===== src/rtl/dcpu16_pkg.sv =====
// Shared DCPU-16 core constants and the bus arbiter state/grant encodings.
package dcpu16_pkg;

  localparam int DW     = 16;
  localparam int REG_N  = 8;
  localparam int OPC_W  = 5;

  typedef enum logic [1:0] {
    ST_IDLE = 2'd0,
    ST_FS   = 2'd1,
    ST_AB   = 2'd2
  } arb_st_e;

  typedef enum logic {
    GNT_FS = 1'b0,
    GNT_AB = 1'b1
  } gnt_e;

endpackage


===== src/rtl/dcpu16_arb.sv =====
// Arbitrates the fetch (fs) and operand (ab) toggle-handshake ports of the
// DCPU-16 core onto a single Wishbone master, one bus cycle at a time.
module dcpu16_arb
  import dcpu16_pkg::*;
#(
  parameter int AW = 16,
  parameter int RR = 0
) (
  input  logic          clk,
  input  logic          rst,
  input  logic [AW-1:0] fs_adr,
  input  logic          fs_ena,
  output logic          fs_ack,
  output logic [DW-1:0] fs_dti,
  input  logic [AW-1:0] ab_adr,
  input  logic [DW-1:0] ab_dto,
  input  logic          ab_wre,
  input  logic          ab_ena,
  output logic          ab_ack,
  output logic [DW-1:0] ab_dti,
  output logic          wb_cyc,
  output logic          wb_stb,
  output logic          wb_we,
  output logic [AW-1:0] wb_adr,
  output logic [DW-1:0] wb_dto,
  input  logic [DW-1:0] wb_dti,
  input  logic          wb_ack
);

  arb_st_e       st_q, st_d;
  gnt_e          last_q, last_d;
  logic          cyc_q, cyc_d;
  logic          we_q, we_d;
  logic [AW-1:0] adr_q, adr_d;
  logic [DW-1:0] dto_q, dto_d;
  logic          fs_ack_q, fs_ack_d;
  logic          ab_ack_q, ab_ack_d;
  logic [DW-1:0] fs_dti_q, fs_dti_d;
  logic [DW-1:0] ab_dti_q, ab_dti_d;
  logic          fs_pend, ab_pend, pick_ab;

  // A port has work outstanding while its toggle differs from our ack toggle.
  assign fs_pend = fs_ena ^ fs_ack_q;
  assign ab_pend = ab_ena ^ ab_ack_q;

  always_comb begin
    st_d     = st_q;
    last_d   = last_q;
    cyc_d    = cyc_q;
    we_d     = we_q;
    adr_d    = adr_q;
    dto_d    = dto_q;
    fs_ack_d = fs_ack_q;
    ab_ack_d = ab_ack_q;
    fs_dti_d = fs_dti_q;
    ab_dti_d = ab_dti_q;

    pick_ab = ab_pend;
    if ((RR != 0) && fs_pend && ab_pend) pick_ab = (last_q == GNT_FS);

    unique case (st_q)
      ST_IDLE: begin
        if (fs_pend || ab_pend) begin
          st_d  = pick_ab ? ST_AB : ST_FS;
          cyc_d = 1'b1;
          adr_d = pick_ab ? ab_adr : fs_adr;
          we_d  = pick_ab && ab_wre;
          dto_d = pick_ab ? ab_dto : dto_q;
        end
      end
      ST_FS: begin
        if (wb_ack) begin
          fs_dti_d = wb_dti;
          fs_ack_d = ~fs_ack_q;
          cyc_d    = 1'b0;
          last_d   = GNT_FS;
          st_d     = ST_IDLE;
        end
      end
      ST_AB: begin
        if (wb_ack) begin
          // Writes complete the handshake but leave the read-data register alone.
          if (!we_q) ab_dti_d = wb_dti;
          ab_ack_d = ~ab_ack_q;
          cyc_d    = 1'b0;
          last_d   = GNT_AB;
          st_d     = ST_IDLE;
        end
      end
      default: begin
        cyc_d = 1'b0;
        st_d  = ST_IDLE;
      end
    endcase
  end

  always_ff @(posedge clk or negedge rst) begin
    if (!rst) begin
      st_q     <= ST_IDLE;
      last_q   <= GNT_FS;
      cyc_q    <= 1'b0;
      we_q     <= 1'b0;
      adr_q    <= '0;
      dto_q    <= '0;
      fs_ack_q <= 1'b0;
      ab_ack_q <= 1'b0;
      fs_dti_q <= 16'h0;
      ab_dti_q <= 16'h0;
    end else begin
      st_q     <= st_d;
      last_q   <= last_d;
      cyc_q    <= cyc_d;
      we_q     <= we_d;
      adr_q    <= adr_d;
      dto_q    <= dto_d;
      fs_ack_q <= fs_ack_d;
      ab_ack_q <= ab_ack_d;
      fs_dti_q <= fs_dti_d;
      ab_dti_q <= ab_dti_d;
    end
  end

  assign wb_cyc = cyc_q;
  assign wb_stb = cyc_q;
  assign wb_we  = we_q;
  assign wb_adr = adr_q;
  assign wb_dto = dto_q;
  assign fs_ack = fs_ack_q;
  assign ab_ack = ab_ack_q;
  assign fs_dti = fs_dti_q;
  assign ab_dti = ab_dti_q;

endmodule


===== config.mk =====
export PLATFORM = sky130hd
export DESIGN_NAME = dcpu16_arb
export DESIGN_NICKNAME = d
export VERILOG_FILES = /design/src/rtl/dcpu16_pkg.sv /design/src/rtl/dcpu16_arb.sv
export SDC_FILE = /design/constraint.sdc
export NUM_CORES = 1
export LEC_CHECK = 0
export ABC_AREA = 1
export BUFFER_PORTS_ARGS = -buffer_cell sky130_fd_sc_hd__buf_4
export CAP_MARGIN = 25
export CORE_ASPECT_RATIO = 1.5
export CORE_MARGIN = 2
export CORE_UTILIZATION = 35
export CTS_BUF_LIST = sky130_fd_sc_hd__clkbuf_8
export DETAILED_ROUTE_END_ITERATION = 8
export PLACE_DENSITY_LB_ADDON = 0.3
export SLEW_MARGIN = 25
export SYNTH_ARGS = -nofsm -noshare
export SYNTH_HDL_FRONTEND = slang
export SYNTH_SLANG_ARGS = --single-unit
export TNS_END_PERCENT = 20

===== constraint.sdc =====
create_clock -name clk -period 2.64 [get_ports clk]
set_input_delay 0.132 -clock clk [delete_from_list [all_inputs] [get_ports clk]]
set_output_delay 0.132 -clock clk [all_outputs]
set_load 0.02 [all_outputs]

== Word level (Yosys, flattened, before mapping) ==
Index checks and enable logic that the tools add are counted.
Cells by class
  equality and inequality tests: 4
  mux-type cells: 8
  bitwise operators: 5
  reduce and logical (&&, ||, !) cells: 10
Operator list (count)
  16-bit two-way mux: 1
  2-bit AND reduction: 4
  2-bit two-way mux: 3
  3-bit AND reduction: 2
  2-bit case mux with 2 select lines: 1
  1-bit inverter: 3
  2-bit by 1-bit == test with 1-bit output (second input constant): 1
  2-bit == test (second input constant): 1
  2-bit zero test: 1
  1-bit two-way mux: 2
  2-bit by 1-bit inequality test with 1-bit output (second input constant): 1
  2-bit inequality test (second input constant): 1
  1-bit case mux with 2 select lines: 1
  2-bit OR reduction: 1
  1-bit bitwise XOR: 2
  1-bit logical AND: 1
  1-bit logical OR: 1
Word-level totals
  register bits after elaboration: 70
  input bits: 70
  output and inout port bits: 69
  word-level logic and storage cells: 36

== Logic depth before layout (Yosys ltp) ==
Gate-level depths: netlist (run 1).
  depth after elaboration: 4
  depth in mapped cells: 9
  depth with buffers taken out: 8

== Least setup slack after synthesis (run 1) ==
No wires, ideal clock.
  path kind: register to register
  from: reg st_q[0]
  to: reg dto_q[0] (netlist: wb_dto[0])
  library setup time: 0.117 ns
  arrival: 1.317 ns
  slack: 1.206 ns
  cell stages (with the launch flop): 9
  period minus slack after synthesis: 1.434 ns
  cell sequence: dfrtp_1 inv_1 ha_1 inv_2 nor2_8 inv_4 buf_6 nand2_1 nand2_1
On the way
  cells in the longest elaborated chain, start to end: 2
Ends and longest elaborated chain
  start, declared: RTL line dcpu16_arb.sv:30  | arb_st_e st_q, st_d;
  start signal, assigned: RTL line dcpu16_arb.sv:110  | st_q <= st_d;
  2-bit zero test: RTL line dcpu16_arb.sv:61  | unique case (st_q)
  3-bit AND reduction (no line)
  end signal, assigned: RTL line dcpu16_arb.sv:115  | dto_q <= dto_d;
  end, declared: RTL line dcpu16_arb.sv:35  | logic [DW-1:0] dto_q, dto_d;
Every way passes these cells.
A chain may end at the register's enable or synchronous reset.

== Worst setup path after layout (run 1) ==
  from: reg st_q[0]
  to: reg dto_q[14] (netlist: wb_dto[14])
Same word-level chain as after synthesis.

==> flow_summary.ini, run 1 <==
[routing]
drtIter0Drc = 97
dr.pass1.iters = 4
drc = 0
post_drt_wl_per_cell_um = 12.3
vias_per_cell = 4.37
routed_wl_um = 7610
vias = 2713
ant_nets = 0

[setup_path]
arrival_ns = 1.87
critical_path.cell_chain = inv_1 -> ha_1 -> inv_2 -> nor2_8 -> inv_4 -> nand2_1 -> nand2_1
worstSetupPathType = reg2reg
critPathBufInv = 3
cp_common_cell = nand2_1
r2r_start = st_q[0]
crit_path_end_kind = flip-flop
crit_slowest_cell = dfrtp_1
cp-start-kind = flip-flop
cp.required_ns = 2.87
cp_max_fo = 19
critPathMaxStageDelay_ns = 0.40
reg2regPathDepth = 7
cp_top_family = simple AND/OR/NAND/NOR gates
r2r-end = wb_dto[14]
r2r_slack_ns = 1.00

[logic_synthesis]
synthCells = 356
synth-xor-area-share_pct = 0.576
synth_cell_types = 22
syn_avg_cell_area_um2 = 8.54
syn_nets = 430
ys_warn_count = 0
synth_compound_area_share_pct = 6.01
netlist_area_um2 = 3040
yosysSeqAreaShare_pct = 57.6
synthSimpleGateAreaFrac_pct = 27.5
synthAdderAreaFrac_pct = 1.65
synthMuxAreaShare_pct = 0
synth_top_family_by_area = simple AND/OR/NAND/NOR gates
synth-seq-cells = 70

[floorplan]
initial_core_util_pct = 36.1
die_y_um = 118
fp.dieW_um = 80.1
ios = 139
core_area_um2 = 8410
rows = 41
die_area_um2 = 9460

[power]
combPwrFrac_pct = 48.8
intPower_mw = 3.29
leakage_nw = 2.57
power_density_nw_per_um2 = 1250
ir_worst_vdd_mv = 0.595
clockPowerShare_pct = 18.0
switching_share_pct = 41.9
power.switching_mw = 2.37
sequentialPowerShare_pct = 33.1

[cells_and_area]
design_area_um2 = 4530
stdcell_count = 621
antenna_cells = 0
seq_area_um2 = 1750
drive_above_1_share_pct = 33.3
final_util_pct = 53.9
multi_input_area_um2 = 1090
fin_nets = 583
syn2layout_area_growth_pct = 49.2
fillers = 815

[flow_run]
drv_cap = 0

[min_path]
worstHoldPathType = in2reg
min_delay_path_depth = 3
holdCritStartpoint = wb_dti[11]
hold_end = ab_dti[11]

[grt]
grt_use_total_pct = 17.2
grt_pass1_vias = 2788
grt_pass1_wl_um = 12700
grt_start_max_net_pins = 71
antenna_found_initial = 0
grt-ovfl-total = 0

[cts]
ctsRootBufferMaster = clkbuf_8
cts_tree = done
max-clock-path-buffers = 2
post_cts_buffers = 0
numCtsBuffers = 9
clk_pin_slew_ns = 0.07
h-tree-depth = 3
clk_latency_ns = 0.35
cts-resized-gates = 0
cts.sinks = 70

[timing]
max_freq_mhz = 611
tightest_slew_ns = 0.870
holdWs_ns = 0.0426
hold_viol_final = 0
period_needed_ns = 1.64
rsz0062_at_grt = no
setup_tns_ns = 0
max_slew_margin_pct = 42.0
final-max-slew-violation-count = 0
fin_skew_ns = 0.0113
finalCritPeriodShare_pct = 62.0
setup_violations = 0

[placed_design]
placed_area_um2 = 4120
io_buffers = 138
hpwlAfterDp_um = 5380
dpl.cell_count = 587
gp_congestion = 0.689

[run_status]
status = finished clean
## worst reg2reg max path, stage by stage (launching register included)
cell and delay, ns:
dfrtp_1 0.40, inv_1 0.11, ha_1 0.32, inv_2 0.10, nor2_8 0.29, inv_4 0.16
nand2_1 0.10, nand2_1 0.05
## worst max path at each step
| stage | to | depth (start not counted) | slack (ns) | from |
|---|---|---|---|---|
| 6_report | wb_dto[14] | 7 | 1.00 | st_q[0] |
| 5_1_grt | wb_dto[14] | 7 | 0.83 | st_q[0] |
| 4_1_cts | ab_dti[10] | 6 | 0.67 | st_q[0] |
| 3_5_place_dp | ab_dti[15] | 6 | 0.68 | st_q[0] |
| 3_3_place_gp | ab_dti[2] | 6 | 0.78 | st_q[0] |
| 2_1_floorplan | wb_dto[0] | 8 | 1.21 | st_q[0] |
## power groups by stage
stage	combinational, mW	clock (mW)	sequential [mW]
2_1_floorplan	1.14	0	2.44
3_3_place_gp	2.74	0	1.87
3_5_place_dp	2.79	0	1.89
4_1_cts	2.81	1.06	1.88
5_1_grt	3.07	1.10	1.94
6_report	2.76	1.02	1.87
## sequential cells by signal (all words and copies together) (netlist names)
| name | flops |
|---|---|
| st_q | 2 |
| ab_dti | 16 |
| wb_we | 1 |
| fs_ack | 1 |
| wb_adr | 16 |
| wb_dto | 16 |
| fs_dti | 16 |
| wb_cyc | 1 |
| ab_ack | 1 |
## through the flow
| stage | worst slack (ns) | power, mW |
|---|---|---|
| after global placement | 0.777 | 4.61 |
| final | 1.00 | 5.66 |
| after global routing | 0.826 | 6.12 |
| after CTS | 0.670 | 5.75 |
| after floorplan | 1.21 | 3.58 |
| after detailed placement | 0.676 | 4.68 |
## logic make-up after synthesis
kind of cell    Yosys count
xor+xnor                  2
flops                    70
compound gates           32
simple gates            207
buf+inv                  41
fa+ha+maj                 4
## synthesized netlist by cell type, drive strengths merged
master	instances	area, um^2
dfrtp	70	1750
xor2	2	17.5
nor2	2	23.8
nand2	202	795
nand3	2	10.0
clkbuf	4	15.0
or2	1	6.26
inv	27	109
buf	10	78.8
o21ai	32	183
ha	4	50.1
## placed cells by master, fill, tap and decap left out, drive strengths merged
master       count
inv             29
dlygate4sd3     18
ha               4
clkinv           2
clkbuf           9
o21ai           32
xor2             2
nor2             2
nand2          202
nand3            2
buf            138
or2              1
dfrtp           70
bufinv           3
## routing by layer
metal	vias up	GRT usage, %	part of all wire (%)
li1	1384	-	-
met1	1216	19.8	41
met2	103	28.7	49
met3	10	5.83	8.2
met4	0	7.10	1.4
met5	-	0	0
## layout make-up
class | instances | area share (%)
Tap cell | 107 | 2.95
Sequential cell | 70 | 38.6
Inverter | 27 | 2.40
Clock inverter | 7 | 2.48
Multi-Input combinational cell | 245 | 24.0
Clock buffer | 9 | 2.73
Timing Repair Buffer | 156 | 26.8
## repair_timing
item,CTS,global route
endpoints found under the setup margin,0,0
hold buffers,18,0
endpoints found under the hold margin,87,0
No activity file was read; power rests on OpenSTA's default activity.
==> run 2: changes to the inputs <==
--- a/config.mk
+++ b/config.mk
@@ -5,7 +5,7 @@
 export SDC_FILE = /design/constraint.sdc
 export NUM_CORES = 1
 export LEC_CHECK = 0
-export ABC_AREA = 1
+export ABC_AREA = 0
 export BUFFER_PORTS_ARGS = -buffer_cell sky130_fd_sc_hd__buf_4
 export CAP_MARGIN = 25
 export CORE_ASPECT_RATIO = 1.5
==> constraint.sdc (replaced) <==
create_clock -name clk -period 1.5 [get_ports clk]
set_input_delay 0.075 -clock clk [delete_from_list [all_inputs] [get_ports clk]]
set_output_delay 0.075 -clock clk [all_outputs]
set_load 0.02 [all_outputs]
==> run 2 against run 1 <==
Compared with the run above: combinational power rose by 110%; global-route usage fell by 0.64 points; the flow now finishes with violations (negative setup slack); non-clock buffer count rose by 34; critical path depth fell by 3; largest cell class unchanged; worst setup slack got worse by 1.0 ns; sequential share of layout area fell by 2.1 points; critical endpoint is now wb_adr[1].
==> flow_summary.ini, run 2 <==
[run_status]
status = finished, violations left
failed_checks = negative setup slack

[logic_synthesis]
syn_nets = 257
synthCells = 183
ys_warn_count = 0
yosysSeqAreaShare_pct = 60.4
netlist_area_um2 = 2900
synthArstFlopShare_pct = 100
syn_avg_cell_area_um2 = 15.8
yosys-top-cells-area = dfrtp_1, mux2_2, ha_1
synth_common_cells = mux2_2, dfrtp_1, ha_1, inv_1, xnor2_1
synth_top_area_cell = dfrtp_1
synth_most_common_cell = mux2_2
synth-seq-cells = 70
synth_cell_types = 18
synth-edff-count = 0
ys.flop_type = dfrtp_1
synth_top_area_share_pct = 60.4

[cells_and_area]
fin_nets = 450
syn2layout_area_growth_pct = 65.4
multi_input_area_um2 = 1140
antenna_cells = 0
seq_area_um2 = 1750
layout.cells.most_common_list = buf_4, mux2_2, dfrtp_1
drive_above_1_share_pct = 68.2
layout_commonest_cell = buf_4
fillers = 695

[power]
combPwrFrac_pct = 55.7
power_density_nw_per_um2 = 2210
leakage_nw = 2.31
sequentialPowerShare_pct = 32.0
fin_total_pwr_mw = 10.6
power.switching_mw = 3.88
clockPowerShare_pct = 12.3
intPower_mw = 6.72
switching_share_pct = 36.6
ir_worst_vdd_mv = 1.14

[floorplan]
die_area_um2 = 9040
fp.dieW_um = 78.3
rows = 40
ios = 139
core_area_um2 = 8010
die_y_um = 115
initial_core_util_pct = 36.2

[cts]
ctsRootBufferMaster = clkbuf_8
cts.sinks = 70
clk_latency_ns = 0.35
max-clock-path-buffers = 2
numCtsBuffers = 9
cts_tree = done
clk_pin_slew_ns = 0.07
h-tree-depth = 3

[routing]
post_drt_wl_per_cell_um = 14.5
wl_met3_um = 509
highest_layer = met4
drtIter0Drc = 43
routed_wl_um = 7070
wl_met1_um = 2480
ant_nets = 0
drc = 0
vias_per_cell = 4.55
dr.pass1.iters = 4
vias = 2209
route.met2.wl_um = 3960

[setup_path]
worstSetupPathType = reg2reg
critical_path.cell_chain = xnor2_4 -> buf_12 -> mux2_2 -> mux2_2
crit_path_end_kind = flip-flop
cp_max_fo = 14
critPathMaxStageDelay_ns = 0.44
reg2regPathDepth = 4
cp_common_cell = mux2_2
r2r-end = wb_adr[1]
r2r_slack_ns = -0.03
cp.required_ns = 1.73
crit_slowest_cell = dfrtp_2
cp-start-kind = flip-flop
r2r_start = ab_ack
arrival_ns = 1.77

[timing]
finalCritPeriodShare_pct = 102
rsz0062_at_grt = yes
setup_violations = 15
fin_skew_ns = 0.00833
max_slew_margin_pct = 70.8
max_freq_mhz = 652
holdWs_ns = 0.0417
tightest_slew_ns = 0.438
period_needed_ns = 1.53
setup_tns_ns = -0.265
worst_slack_ns = -0.0343
final-max-slew-violation-count = 0
hold_viol_final = 0

[min_path]
hold_end = ab_ack
worstHoldPathType = in2reg
holdCritStartpoint = wb_ack
min_delay_path_depth = 3

[grt]
grt_pass1_vias = 2400
grt_start_max_net_pins = 33
grt-ovfl-total = 0
grt_pass1_wl_um = 11400
antenna_found_initial = 0
grt_use_total_pct = 16.6

[placed_design]
io_buffers = 138
post-place-ws_ns = -0.0332
gp_congestion = 0.758
hpwlAfterDp_um = 4970

[flow_run]
drv_cap = 0
==> run 2: critical path, delay by kind of cell, from the launching register on <==
family	cells	cell delay [ns]
xor gates and xnor gates	1	0.21
buffers and inverters	1	0.18
DFF	1	0.44
muxes	2	0.59
==> run 2: metal layers <==
| layer | GRT usage (%) | vias up |
|---|---|---|
| met4 | 7.72 | 0 |
| met5 | 0 | - |
| met1 | 16.9 | 1087 |
| li1 | - | 1033 |
| met3 | 7.09 | 11 |
| met2 | 29.3 | 78 |
==> run 2: worst max path at each step <==
| stage | start | endpoint | slack (ns) |
|---|---|---|---|
| floorplan | ab_ack | wb_adr[10] | -0.14 |
| global placement | ab_ack | wb_adr[1] | -0.002 |
| detailed placement | st_q[1] | wb_adr[1] | -0.03 |
| CTS | ab_ack | wb_adr[1] | -0.05 |
| global route | ab_ack | wb_adr[8] | -0.10 |
| finish | ab_ack | wb_adr[1] | -0.03 |
==> run 2: area by class of cell <==
cell class,count,share of cell area (%)
sequential,70,36.6
timing repair buffer,190,33.1
multi-input combinational,101,23.8
clock buffer,10,2.87
tap,105,2.74
clock inverter,6,0.626
inverter,4,0.313
==> run 2: cell families (layout without fill, tap and decap cells) <==
kind of cell    after synthesis  count (layout)  share of synthesized area, %
buf+inv                      12             210                          2.59
xor+xnor                      4               4                          1.21
mux                          80              80                          31.1
fa+ha+maj                     4               4                          1.73
simple gates                  5               5                         0.863
flops                        70              70                          60.4
compound gates                8               8                          2.11
==> run 2: power by group through the flow <==
stage / logic, mW / clock network (mW) / registers (mW)
6_report: 5.90 / 1.30 / 3.40
4_1_cts: 5.95 / 1.37 / 3.40
3_5_place_dp: 5.86 / 0 / 3.43
2_1_floorplan: 2.28 / 0 / 4.55
5_1_grt: 6.26 / 1.46 / 3.52
3_3_place_gp: 5.77 / 0 / 3.38
==> run 2: timing repair <==
item                                    4_1_cts  5_1_grt
endpoints found under the hold margin        79        0
hold buffers                                 34        0
buffers inserted                              0        0
endpoints found under the setup margin       33       58
gates resized for setup                       2        5
==> run 2: metrics by stage <==
stage | area (um^2) | cells | utilization [%]
floorplan | 2970 | 183 | -
global placement | 4270 | 436 | 53.3
detailed placement | 4270 | 436 | 53.3
CTS | 4780 | 486 | 59.7
global route | 4790 | 486 | 59.9
finish | 4790 | 486 | 59.9
